[src/rtl/ysyx_25040105_ifetch_pkg.sv]
// Shared types and constants for the instruction fetch unit.
// Holds the fetch FSM state type, the buffered entry layout and the default boot address.
package ysyx_25040105_ifetch_pkg;

    localparam int unsigned AddrWidth  = 32;
    localparam int unsigned InstWidth  = 32;
    localparam int unsigned EntryWidth = AddrWidth + InstWidth;

    localparam logic [AddrWidth-1:0] DefaultResetPc = 32'h8000_0000;

    typedef enum logic [1:0] {
        StIdle,
        StReq,
        StWait
    } fetch_state_e;

    typedef struct packed {
        logic [AddrWidth-1:0] pc;
        logic [InstWidth-1:0] inst;
    } fetch_entry_t;

    function automatic logic [AddrWidth-1:0] align_pc(input logic [AddrWidth-1:0] addr);
        return {addr[AddrWidth-1:2], 2'b00};
    endfunction

endpackage

[src/rtl/ysyx_25040105_inst_fifo.sv]
// Synchronous FIFO holding fetched {pc, inst} entries for the decoder.
// Flush empties it in one cycle; simultaneous push and pop is legal even when full.
module ysyx_25040105_inst_fifo
    import ysyx_25040105_ifetch_pkg::*;
#(
    parameter int unsigned      Width      = EntryWidth,
    parameter int unsigned      Depth      = 2,
    parameter logic [Width-1:0] ResetEntry = '0
) (
    input  logic                     clk,
    input  logic                     rst,
    input  logic                     push,
    input  logic [Width-1:0]         wdata,
    input  logic                     pop,
    input  logic                     flush,
    output logic [Width-1:0]         rdata,
    output logic                     full,
    output logic                     empty,
    output logic [$clog2(Depth):0]   count
);

    localparam int unsigned         PtrWidth = $clog2(Depth);
    localparam logic [PtrWidth:0]   PtrOne   = 1;

    logic [Width-1:0]    mem_q [Depth];
    logic [PtrWidth:0]   wr_ptr_q, rd_ptr_q;
    logic [PtrWidth-1:0] wr_idx, rd_idx;

    // Pointers carry one extra wrap bit so full and empty are distinguishable.
    assign wr_idx = wr_ptr_q[PtrWidth-1:0];
    assign rd_idx = rd_ptr_q[PtrWidth-1:0];
    assign count  = wr_ptr_q - rd_ptr_q;
    assign empty  = (wr_ptr_q == rd_ptr_q);
    assign full   = (wr_idx == rd_idx) && (wr_ptr_q[PtrWidth] != rd_ptr_q[PtrWidth]);
    assign rdata  = mem_q[rd_idx];

    always_ff @(posedge clk or negedge rst) begin
        if (!rst) begin
            wr_ptr_q <= '0;
            rd_ptr_q <= '0;
            for (int i = 0; i < int'(Depth); i++) begin
                mem_q[i] <= ResetEntry;
            end
        end else if (flush) begin
            wr_ptr_q <= '0;
            rd_ptr_q <= '0;
        end else begin
            if (push) begin
                mem_q[wr_idx] <= wdata;
                wr_ptr_q      <= wr_ptr_q + PtrOne;
            end
            if (pop) begin
                rd_ptr_q <= rd_ptr_q + PtrOne;
            end
        end
    end

endmodule

[src/rtl/ysyx_25040105_ifetch.sv]
// Instruction fetch unit: issues one memory request at a time, buffers responses for the
// decoder and handles redirects by flushing the buffer and dropping the in-flight response.
module ysyx_25040105_ifetch
    import ysyx_25040105_ifetch_pkg::*;
#(
    parameter logic [AddrWidth-1:0] RESET_PC  = DefaultResetPc,
    parameter int unsigned          BUF_DEPTH = 2
) (
    input  logic                 clk,
    input  logic                 rst,
    input  logic                 redirect_valid,
    input  logic [AddrWidth-1:0] redirect_pc,
    output logic                 imem_req_valid,
    input  logic                 imem_req_ready,
    output logic [AddrWidth-1:0] imem_req_addr,
    input  logic                 imem_rsp_valid,
    input  logic [InstWidth-1:0] imem_rsp_data,
    output logic                 inst_valid,
    input  logic                 inst_ready,
    output logic [InstWidth-1:0] inst,
    output logic [AddrWidth-1:0] pc
);

    localparam int unsigned          CntWidth = $clog2(BUF_DEPTH) + 1;
    localparam logic [CntWidth-1:0]  DepthCnt = CntWidth'(BUF_DEPTH);
    localparam logic [AddrWidth-1:0] PcStep   = 4;

    fetch_state_e         state_q, state_d;
    logic [AddrWidth-1:0] fetch_pc_q, fetch_pc_d;
    logic [AddrWidth-1:0] req_addr_q, req_addr_d;
    logic                 drop_q, drop_d;

    logic                 push, pop, flush;
    logic                 fifo_full, fifo_empty;
    logic [CntWidth-1:0]  count, count_after;
    fetch_entry_t         wr_entry, rd_entry;

    assign flush      = redirect_valid;
    assign inst_valid = !fifo_empty;
    // A redirect flushes the buffer; the popped head is consumed either way.
    assign pop        = inst_valid && inst_ready && !redirect_valid;
    assign wr_entry   = '{pc: req_addr_q, inst: imem_rsp_data};
    assign inst       = rd_entry.inst;
    assign pc         = rd_entry.pc;
    assign imem_req_addr = fetch_pc_q;

    always_comb begin
        state_d        = state_q;
        fetch_pc_d     = fetch_pc_q;
        req_addr_d     = req_addr_q;
        drop_d         = drop_q;
        imem_req_valid = 1'b0;
        push           = 1'b0;
        count_after    = count;

        unique case (state_q)
            StIdle: begin
                if (!redirect_valid && !fifo_full) begin
                    state_d = StReq;
                end
            end
            StReq: begin
                imem_req_valid = 1'b1;
                if (imem_req_ready) begin
                    req_addr_d = fetch_pc_q;
                    fetch_pc_d = fetch_pc_q + PcStep;
                    // Request went out for the old path; its response must be discarded.
                    drop_d     = redirect_valid;
                    state_d    = StWait;
                end
            end
            StWait: begin
                if (imem_rsp_valid) begin
                    push        = !drop_q && !redirect_valid;
                    drop_d      = 1'b0;
                    count_after = redirect_valid ? '0
                                : count + CntWidth'(push) - CntWidth'(pop);
                    state_d     = (count_after < DepthCnt) ? StReq : StIdle;
                end else if (redirect_valid) begin
                    drop_d = 1'b1;
                end
            end
            default: state_d = StIdle;
        endcase

        if (redirect_valid) begin
            fetch_pc_d = align_pc(redirect_pc);
        end
    end

    always_ff @(posedge clk or negedge rst) begin
        if (!rst) begin
            state_q    <= StIdle;
            fetch_pc_q <= RESET_PC;
            req_addr_q <= RESET_PC;
            drop_q     <= 1'b0;
        end else begin
            state_q    <= state_d;
            fetch_pc_q <= fetch_pc_d;
            req_addr_q <= req_addr_d;
            drop_q     <= drop_d;
        end
    end

    ysyx_25040105_inst_fifo #(
        .Width      (EntryWidth),
        .Depth      (BUF_DEPTH),
        .ResetEntry ({RESET_PC, {InstWidth{1'b0}}})
    ) u_inst_fifo (
        .clk   (clk),
        .rst   (rst),
        .push  (push),
        .wdata (wr_entry),
        .pop   (pop),
        .flush (flush),
        .rdata (rd_entry),
        .full  (fifo_full),
        .empty (fifo_empty),
        .count (count)
    );

endmodule

[config.mk]
export PLATFORM = sky130hd
export DESIGN_NAME = ysyx_25040105_ifetch
export DESIGN_NICKNAME = d
export VERILOG_FILES = /design/src/rtl/ysyx_25040105_ifetch_pkg.sv /design/src/rtl/ysyx_25040105_inst_fifo.sv /design/src/rtl/ysyx_25040105_ifetch.sv
export SDC_FILE = /design/constraint.sdc
export NUM_CORES = 1
export LEC_CHECK = 0
export BUFFER_PORTS_ARGS = -buffer_cell sky130_fd_sc_hd__buf_2
export CELL_PAD_IN_SITES_DETAIL_PLACEMENT = 1
export CELL_PAD_IN_SITES_GLOBAL_PLACEMENT = 2
export CORE_MARGIN = 2
export CORE_UTILIZATION = 39
export CTS_CLUSTER_DIAMETER = 30
export DETAILED_ROUTE_END_ITERATION = 8
export GPL_ROUTABILITY_DRIVEN = 0
export PLACE_DENSITY = 0.95
export SYNTH_ARGS = -nofsm -noshare
export SYNTH_HDL_FRONTEND = slang
export SYNTH_SLANG_ARGS = --single-unit
export TNS_END_PERCENT = 100
[constraint.sdc]
create_clock -name clk -period 6.7 [get_ports clk]
set_input_delay 1.005 -clock clk [delete_from_list [all_inputs] [get_ports clk]]
set_output_delay 1.005 -clock clk [all_outputs]
set_load 0.01 [all_outputs]
# --- After elaboration in Yosys (flattened, before gate mapping) ---
# Index checks and enable logic that the tools add are counted.
classes:
  reduce_logical: 21
  bitwise_logic: 3
  n_eq_ne: 9
  muxes: 26
  n_lt_le_gt_ge: 4
  n_addsub: 6
ops:
  columns: ["operator", "count"]
  rows:
  - ["$mux 64", 4]
  - ["$bwmux 128", 1]
  - ["$mux 32", 3]
  - ["$demux 64 s1", 1]
  - ["$add 32x3->32 const B", 1]
  - ["$mux 2", 8]
  - ["$reduce_bool 2->1", 5]
  - ["$mux 1", 7]
  - ["$logic_and 1x1->1", 6]
  - ["$ne 2x2->1 const B", 3]
  - ["$pmux 2 s3", 1]
  - ["$reduce_and 2->1", 3]
  - ["$reduce_and 3->1", 2]
  - ["$add 2x1->2 const B", 2]
  - ["$ge 2x2->1 const B", 2]
  - ["$logic_not 1->1", 4]
  - ["$not 1->2", 2]
  - ["$ne 3x3->1 const B", 1]
  - ["$add 2x1->2", 1]
  - ["$eq 2x1->1 const B", 1]
  - ["$eq 2x2->1", 1]
  - ["$eq 2x2->1 const B", 1]
  - ["$logic_not 2->1", 1]
  - ["$lt 2x1->1 const B", 1]
  - ["7 further kinds", 7]
word_totals:
  elab_cells: 77
  inputBits: 70
  reg_bits: 199
  out_inout_bits: 98

# --- Depth between registers and ports, before layout ---
# Gate-level depths: netlist (run 1).
logic_depth:
  word_depth: 10
  mapped_depth: 9
  ltp_nobuf: 8

# --- Cells and area by module ---
# Synthesis (run 1) repeated with hierarchy kept, for this count alone.
hier_totals:
  hier_cells: 730
  hier_area_um2: 9328.9
by_module_without_submodules:
  columns: ["mod", "cells_per_inst", "area_per_inst_um2", "seq_area_each_um2", "n_inst"]
  rows:
  - ["ysyx_25040105_inst_fifo", 364, 6165.9, 3305.7, 1]
  - ["ysyx_25040105_ifetch", 366, 3163.0, 1579.0, 1]

# --- Worst setup path before layout (run 1) ---
# OpenSTA, ideal clock, no wires.
synth_timing:
  path_type: "input port to flip-flop"
  startpoint: "in redirect_valid"
  endpoint: "reg state_q[0]"
  t_arrival_ns: 2.961
  t_required_ns: 6.617
  n_path_buf: 3
  stages: 9
  slack_ns: 3.656
  path_cell_list: "clkbuf_1 > clkbuf_1 > clkbuf_1 > nor2_1 > fa_1 > nor2b_1 > xnor3_1 > a211o_1 > o21ai_0"
synth_between:
  elab_chain_len: 9
  elab_cells_between_ends: 13
  classes_between: "add/sub: 2; order compare: 1; eq/ne: 1; mux: 4; reduce/logical: 5"
synth_rtl:
  columns: ["item", "line_no", "source"]
  rows:
  - ["start: declaration", "ysyx_25040105_ifetch.sv:11", "input logic redirect_valid,"]
  - ["$logic_not 1->1", "ysyx_25040105_ifetch.sv:41, ysyx_25040105_ifetch.sv:58, ysyx_25040105_ifetch.sv:74", null]
  - ["$logic_and 1x1->1", "ysyx_25040105_ifetch.sv:74", "push = !drop_q && !redirect_valid;"]
  - ["$add 2x1->2", "ysyx_25040105_ifetch.sv:77", ": count + CntWidth'(push) - CntWidth'(pop);"]
  - ["$sub 2x1->2", "ysyx_25040105_ifetch.sv:77", null]
  - ["$mux 2", "ysyx_25040105_ifetch.sv:76", "count_after = redirect_valid ? '0"]
  - ["$lt 2x2->1", "ysyx_25040105_ifetch.sv:78", "state_d = (count_after < DepthCnt) ? StReq : StIdle;"]
  - ["$mux 1", "ysyx_25040105_ifetch.sv:78", null]
  - ["$mux 2", "ysyx_25040105_ifetch.sv:73", "if (imem_rsp_valid) begin"]
  - ["$pmux 2 s3", "ysyx_25040105_ifetch.sv:56", "unique case (state_q)"]
  - ["end signal: assignment", "ysyx_25040105_ifetch.sv:93", "state_q <= StIdle;"]
  - ["end signal: assignment", "ysyx_25040105_ifetch.sv:98", "state_q <= state_d;"]
  - ["end: declaration", "ysyx_25040105_ifetch.sv:28", "fetch_state_e state_q, state_d;"]
# Several ways; a longest one is shown, not always the timed one. The select of a mux whose other input is x is not followed.
# A chain may end at the register's enable or synchronous reset.

# --- Worst setup path after layout (run 1) ---
layout_timing:
  startpoint: "reg u_inst_fifo.rd_ptr_q[0]"
  endpoint: "out inst[14]"
layout_between:
  elab_chain_len: 4
layout_rtl:
  columns: ["item", "line_no", "source"]
  rows:
  - ["start: declaration", "ysyx_25040105_inst_fifo.sv:26", "logic [PtrWidth:0] wr_ptr_q, rd_ptr_q;"]
  - ["start signal: assignment", "ysyx_25040105_inst_fifo.sv:53", "rd_ptr_q <= rd_ptr_q + PtrOne;"]
  - ["$not 1->2 (not written as such)", "ysyx_25040105_inst_fifo.sv:35", "assign rdata = mem_q[rd_idx];"]
  - ["$mux 64 (not written as such) (3 in series)", "ysyx_25040105_inst_fifo.sv:35", null]
  - ["end: declaration", "ysyx_25040105_ifetch.sv:20", "output logic [InstWidth-1:0] inst,"]
# No other way between the ends. The select of a mux whose other input is x is not followed.

==> impl_results.md, run 1 <==
* Status: finished, final reports clean
* CP Buf/Inv Count at 2
* Period Utilization, post-route at 0.526
* Worst slew margin relative to its limit at 0.225
* Worst reg-to-reg path cell count at 5
* Slew @ Worst Pin at 1160 ps
* Worst R2R End: u_inst_fifo.mem_q[64]
* Flops & latches, synth at 191
* Library cells used by synthesis at 46
* Post-Synthesis Cells at 718
* First-pass GRT wire length at 35,800 um
* CTS Hold Bufs at 0
* Initial antenna violation count at 0
* Final WL at 21,700 um
* Antenna Violating Nets Remaining at 0
* Post-synthesis sequential area ratio at 0.550
* Mapped Avg Cell Area at 12.1 um^2
* Cts repair resizes at 0
* Initial DRC Count at 278
* Wire per inst at 18.8 um
* Inserted Clock Buffers at 17
* Pleak at 5.07 nW
* Clock period minus final worst setup slack at 3530 ps
* Fin. Hold Viols at 0
* Largest fanout on the critical path at 35
* Max Slew Vio Count at 0
* CP Cell Sequence: buf_4 -> mux2_2 -> buf_2
* Die Area at 23,500 um^2
* VDD IR-drop max at 0.000138 V
* Top cells by area, synth: dfrtp_1 (54%), mux2_2 (24%), nand2_1 (4.5%)
* Max H-tree Level at 4
* Die H at 153 um
* Via density per instance at 5.27
* Fin nets at 932
* CP max-delay cell: dfrtp_2
* Core ar. at 21,900 um^2
* Max stage delay on crit path at 940 ps
* Pin count of the biggest net entering global routing at 79
* Worst r2r src: state_q[0]
* Drt first pass iters at 4
* YS warnings at 0
* CP Launch Type: flop
* Worst skew pair latency at 440 ps
* Final setup fails at 0
* Clk sink count at 191
* Area fraction of the dominant cell type after synthesis at 0.538
* Inserted Diodes at 0
* Clock transition at path regs at 70 ps
* Fill cells at 2,358
* DIE WIDTH at 153 um
* CTS tree: built
* Post-DP HPWL at 14,400 um
* Post-synth EDFFs at 0
* Residual DRC count at 0
* Multi-input gate area at 3710 um^2
* CTS max path bufs at 2
* CP Depth at 3
* Share of layout cells above drive strength 1 at 0.458
* Cell area after layout at 10,300 um^2
* Cell Pwr Density at 371 nW/um^2
* Class of the worst hold path: in -> async
* Layout area overhead at 18.9%
* Max Clock Freq at 284 MHz
* Worst Path Required at 5690 ps
* Placed inst area at 9740 um^2
* CTS Root Cell: clkbuf_16
* Total power at 3.84 mW
* Vias in the first global route at 6,592
* Syn Std Cell Area at 8700 um^2
* All-layer global routing usage at 0.190
* Commonest cells in the netlist: dfrtp_1 (187), mux2_2 (187), nand2_1 (105), clkbuf_1 (27), nor2_1 (26)
* Post-CTS Setup Inserts at 0
* Primary FF master, synth: dfrtp_1
* Rows at 54
* Crit path from: u_inst_fifo.rd_ptr_q[0]
* Port buffer count at 161
* Critical path endpoint: inst[14]
* Synth area leader: dfrtp_1
* Ys async rst share at 1.00
* Final Skew at 13.4 ps
* Initial Utilization at 0.398
* Reg2reg setup slack at 3780 ps
* Max-cap violations at 0
* Fin Setup TNS at 0 ps
* Worst Setup End Kind: output pin
* # IOs at 168
* Via count at 6,082
* WP data arrival at 2520 ps
* RSZ-0062 raised after global routing: no
* Reg area at 4790 um^2
* CP top delay family: flip-flops
* Global route overflow at 0
* Crit Path Class: reg -> out
registers in the layout, indices dropped and copies added, names as in the netlist:
name	cells
drop_q	1
imem_req_addr	30
u_inst_fifo.wr_ptr_q	2
state_q	2
u_inst_fifo.mem_q	124
req_addr_q	30
u_inst_fifo.rd_ptr_q	2
cells by family after synthesis:
family / share of synthesized area
AOI/OAI and AO/OA: 0.0460
xor gates and xnor gates: 0.0187
adders and majority gates: 0.00374
buffers and inverters: 0.0279
DFF: 0.550
muxes: 0.243
other: 0.000431
and+or+nand+nor: 0.110
cell type report:
cell class              instances  area share
flip-flops and latches        191       0.462
multi-input cells             475       0.358
repair buffers                168      0.0838
clock buffers                  17      0.0411
well taps                     280      0.0339
clock inverters                15      0.0180
inverters                       7     0.00254
worst min-delay path by stage:
stage | from | end | slack [ps] | cells after the start
finish | rst | u_inst_fifo.mem_q[21] | 480 | 1
global route | rst | u_inst_fifo.mem_q[21] | 490 | 1
CTS | rst | u_inst_fifo.mem_q[21] | 480 | 1
detailed placement | req_addr_q[26] | req_addr_q[26] | 490 | 2
global placement | imem_req_addr[31] | req_addr_q[31] | 470 | 2
floorplan | req_addr_q[31] | req_addr_q[31] | 440 | 2
power by group:
group / switching, mW / total (mW) / leakage [nW] / internal [mW]
logic: 0.536 / 1.10 / 2.32 / 0.560
registers: 0.245 / 1.72 / 2.46 / 1.48
clock network: 0.512 / 1.02 / 0.297 / 0.509
total: 1.29 / 3.84 / 5.07 / 2.55
metal layers:
metal	global-route usage	vias up	wire length, um
met5	0	-	0
met4	0.0511	0	277
met3	0.0388	21	962
met2	0.318	145	10400
met1	0.253	3087	10000
li1	-	2829	-
stage by stage:
stage                     cells  setup WS, ps  hold slack, ps   util
final                      1153          3170             484  0.473
after global routing       1153          3050             487  0.473
after CTS                  1153          3100             478  0.473
after detailed placement   1121          3140             488  0.445
after global placement     1121          3180             473  0.445
after floorplan             721          3660             443      -
layout by cell type, fill, tap and decap left out, types with 2 or more instances in the layout:
cell / Yosys / layout
xor2_1: 7 / 7
a31oi_1: 17 / 17
o211ai_1: 2 / 2
nand3_1: 16 / 15
xnor2_1: 9 / 9
o21ai_0: 22 / 22
dfrtp_1: 187 / 186
mux2_2: 187 / 187
and2_1: 2 / 2
buf_4: 4 / 7
nand4_1: 12 / 12
a22o_1: 2 / 2
nor2b_1: 4 / 4
nor2_1: 26 / 25
and4_1: 4 / 4
o31ai_1: 14 / 14
clkinv_4: 0 / 2
conb_1: 1 / 4
inv_1: 6 / 6
nand2_1: 105 / 105
inv_8: 0 / 4
clkbuf_16: 0 / 17
nor3_1: 3 / 3
a21oi_1: 4 / 4
inv_6: 0 / 3
buf_2: 15 / 160
or4_1: 14 / 14
clkinv_8: 0 / 6
dfstp_2: 4 / 4
or3_1: 3 / 3
Power figures use the tool's default switching activity.
==> run 2: changes to the inputs <==
--- a/config.mk
+++ b/config.mk
@@ -9,11 +9,11 @@
 export CELL_PAD_IN_SITES_DETAIL_PLACEMENT = 1
 export CELL_PAD_IN_SITES_GLOBAL_PLACEMENT = 2
 export CORE_MARGIN = 2
-export CORE_UTILIZATION = 39
+export CORE_UTILIZATION = 33
 export CTS_CLUSTER_DIAMETER = 30
 export DETAILED_ROUTE_END_ITERATION = 8
 export GPL_ROUTABILITY_DRIVEN = 0
-export PLACE_DENSITY = 0.95
+export PLACE_DENSITY = 0.87
 export SYNTH_ARGS = -nofsm -noshare
 export SYNTH_HDL_FRONTEND = slang
 export SYNTH_SLANG_ARGS = --single-unit
==> constraint.sdc (replaced) <==
create_clock -name clk -period 2.92 [get_ports clk]
set_input_delay 0.438 -clock clk [delete_from_list [all_inputs] [get_ports clk]]
set_output_delay 0.438 -clock clk [all_outputs]
set_load 0.01 [all_outputs]
==> impl_results.md, run 2 (same netlist as run 1, synthesis figures left out) <==
* Status: finished, final reports clean
* Fin. Hold Viols at 0
* Logic pwr share at 0.290
* Die Area at 27,700 um^2
* Layout area overhead at 21.1%
* Initial Utilization at 0.335
* All-layer global routing usage at 0.166
* DIE WIDTH at 166 um
* Max-cap violations at 0
* Seq pwr share at 0.440
* Die H at 166 um
* Max stage delay on crit path at 560 ps
* RSZ-0062 raised after global routing: no
* Worst Path Required at 2480 ps
* Share of layout cells above drive strength 1 at 0.465
* Worst Setup End Kind: output pin
* Via density per instance at 5.03
* Final WL at 22,400 um
* CP max-delay cell: buf_4
* Pleak at 5.14 nW
* Inserted Clock Buffers at 17
* CTS Root Cell: clkbuf_16
* Clk sink count at 191
* Slew @ Worst Pin at 666 ps
* Clock period minus final worst setup slack at 2400 ps
* VDD IR-drop max at 0.000371 V
* CP top delay family: buffers and inverters
* Crit Path Class: reg -> out
* Placed inst area at 9940 um^2
* Max FFs per register at 124
* # IOs at 168
* Final Skew at 9.05 ps
* CTS tree: built
* Antenna Violating Nets Remaining at 0
* Initial antenna violation count at 0
* Vias in the first global route at 6,627
* CTS max path bufs at 2
* Max H-tree Level at 4
* Period Utilization, post-route at 0.822
* Port buffer count at 161
* Core ar. at 26,000 um^2
* Worst skew pair latency at 430 ps
* CP Cell Sequence: buf_4 -> mux2_2 -> buf_2
* Commonest cells after routing, fill and taps aside: mux2_2 (187), dfrtp_1 (186), buf_2 (160)
* CTS Hold Bufs at 0
* Drt first pass iters at 4
* Max Slew Vio Count at 0
* Net Sw Frac at 0.321
* Worst slack, placed at 575 ps
* Residual DRC count at 0
* Setup WS post-layout at 520 ps
* CP Buf/Inv Count at 2
* Clk pwr share at 0.270
* Worst slew margin relative to its limit at 0.552
* P_sw at 2.86 mW
* Rows at 59
* Cell Pwr Density at 843 nW/um^2
* Max Clock Freq at 417 MHz
* Global route overflow at 0
* Top reg by flops: u_inst_fifo.mem_q
* Pin count of the biggest net entering global routing at 76
* Inserted Diodes at 0
* Via count at 6,132
* Post-CTS Setup Inserts at 0
* Final setup fails at 0
* Most common cell after layout, fill and taps aside: mux2_2
* Cell area after layout at 10,500 um^2
* Fill cells at 2,840
* Fin Setup TNS at 0 ps
* Fin nets at 943
* CP Launch Type: flop
* First-pass GRT wire length at 36,600 um
* Post-DP HPWL at 15,400 um
* Class of the worst hold path: in -> async
* WP data arrival at 1960 ps
* Wire per inst at 18.3 um
* Initial DRC Count at 292
* Clock transition at path regs at 70 ps
* Largest fanout on the critical path at 46
* Cts repair resizes at 0
* Cell Int Power at 6.03 mW
[run 2: final cells by class]
class | instances | area (um^2) | area share
clock buffers | 19 | 453 | 0.0430
clock inverters | 13 | 153 | 0.0145
inverters | 7 | 26.3 | 0.00249
multi-input cells | 475 | 3710 | 0.352
flip-flops and latches | 191 | 4790 | 0.454
well taps | 335 | 419 | 0.0398
repair buffers | 179 | 1000 | 0.0948
[run 2: power by group through the flow]
stage,registers [mW],clock network (mW),logic [mW]
3_3_place_gp,3.90,0,2.54
5_1_grt,4.03,2.58,2.84
6_report,3.91,2.40,2.58
4_1_cts,3.91,2.47,2.63
3_5_place_dp,3.97,0,2.61
2_1_floorplan,3.79,0,1.69
[run 2: stage by stage]
stage	utilization	total power, mW	cells	hold WS, ps
CTS	0.406	9.02	1219	63.6
global route	0.406	9.45	1219	67.5
global placement	0.382	6.44	1187	462
floorplan	-	5.47	721	142
detailed placement	0.382	6.57	1187	484
finish	0.406	8.89	1219	38.7
[run 2: routing by layer]
| metal | wire [um] | global-route usage | vias to the layer above |
|---|---|---|---|
| li1 | - | - | 2838 |
| met1 | 10700 | 0.226 | 3140 |
| met2 | 10700 | 0.273 | 138 |
| met3 | 754 | 0.0307 | 16 |
| met4 | 233 | 0.0424 | 0 |
| met5 | 0 | 0 | - |
[run 2: final timing paths]
check / startpoint / end / slack (ps) / cells past startpoint
max: u_inst_fifo.rd_ptr_q[0] / pc[18] / 520 / 3
min: rst / u_inst_fifo.mem_q[94] / 40 / 1
max reg2reg: u_inst_fifo.wr_ptr_q[0] / state_q[0] / 570 / 8
min reg2reg: req_addr_q[31] / req_addr_q[31] / 490 / 2
max in group asynchronous: rst / req_addr_q[31] / 2090 / 2
min in group clk: imem_rsp_valid / state_q[1] / 210 / 2
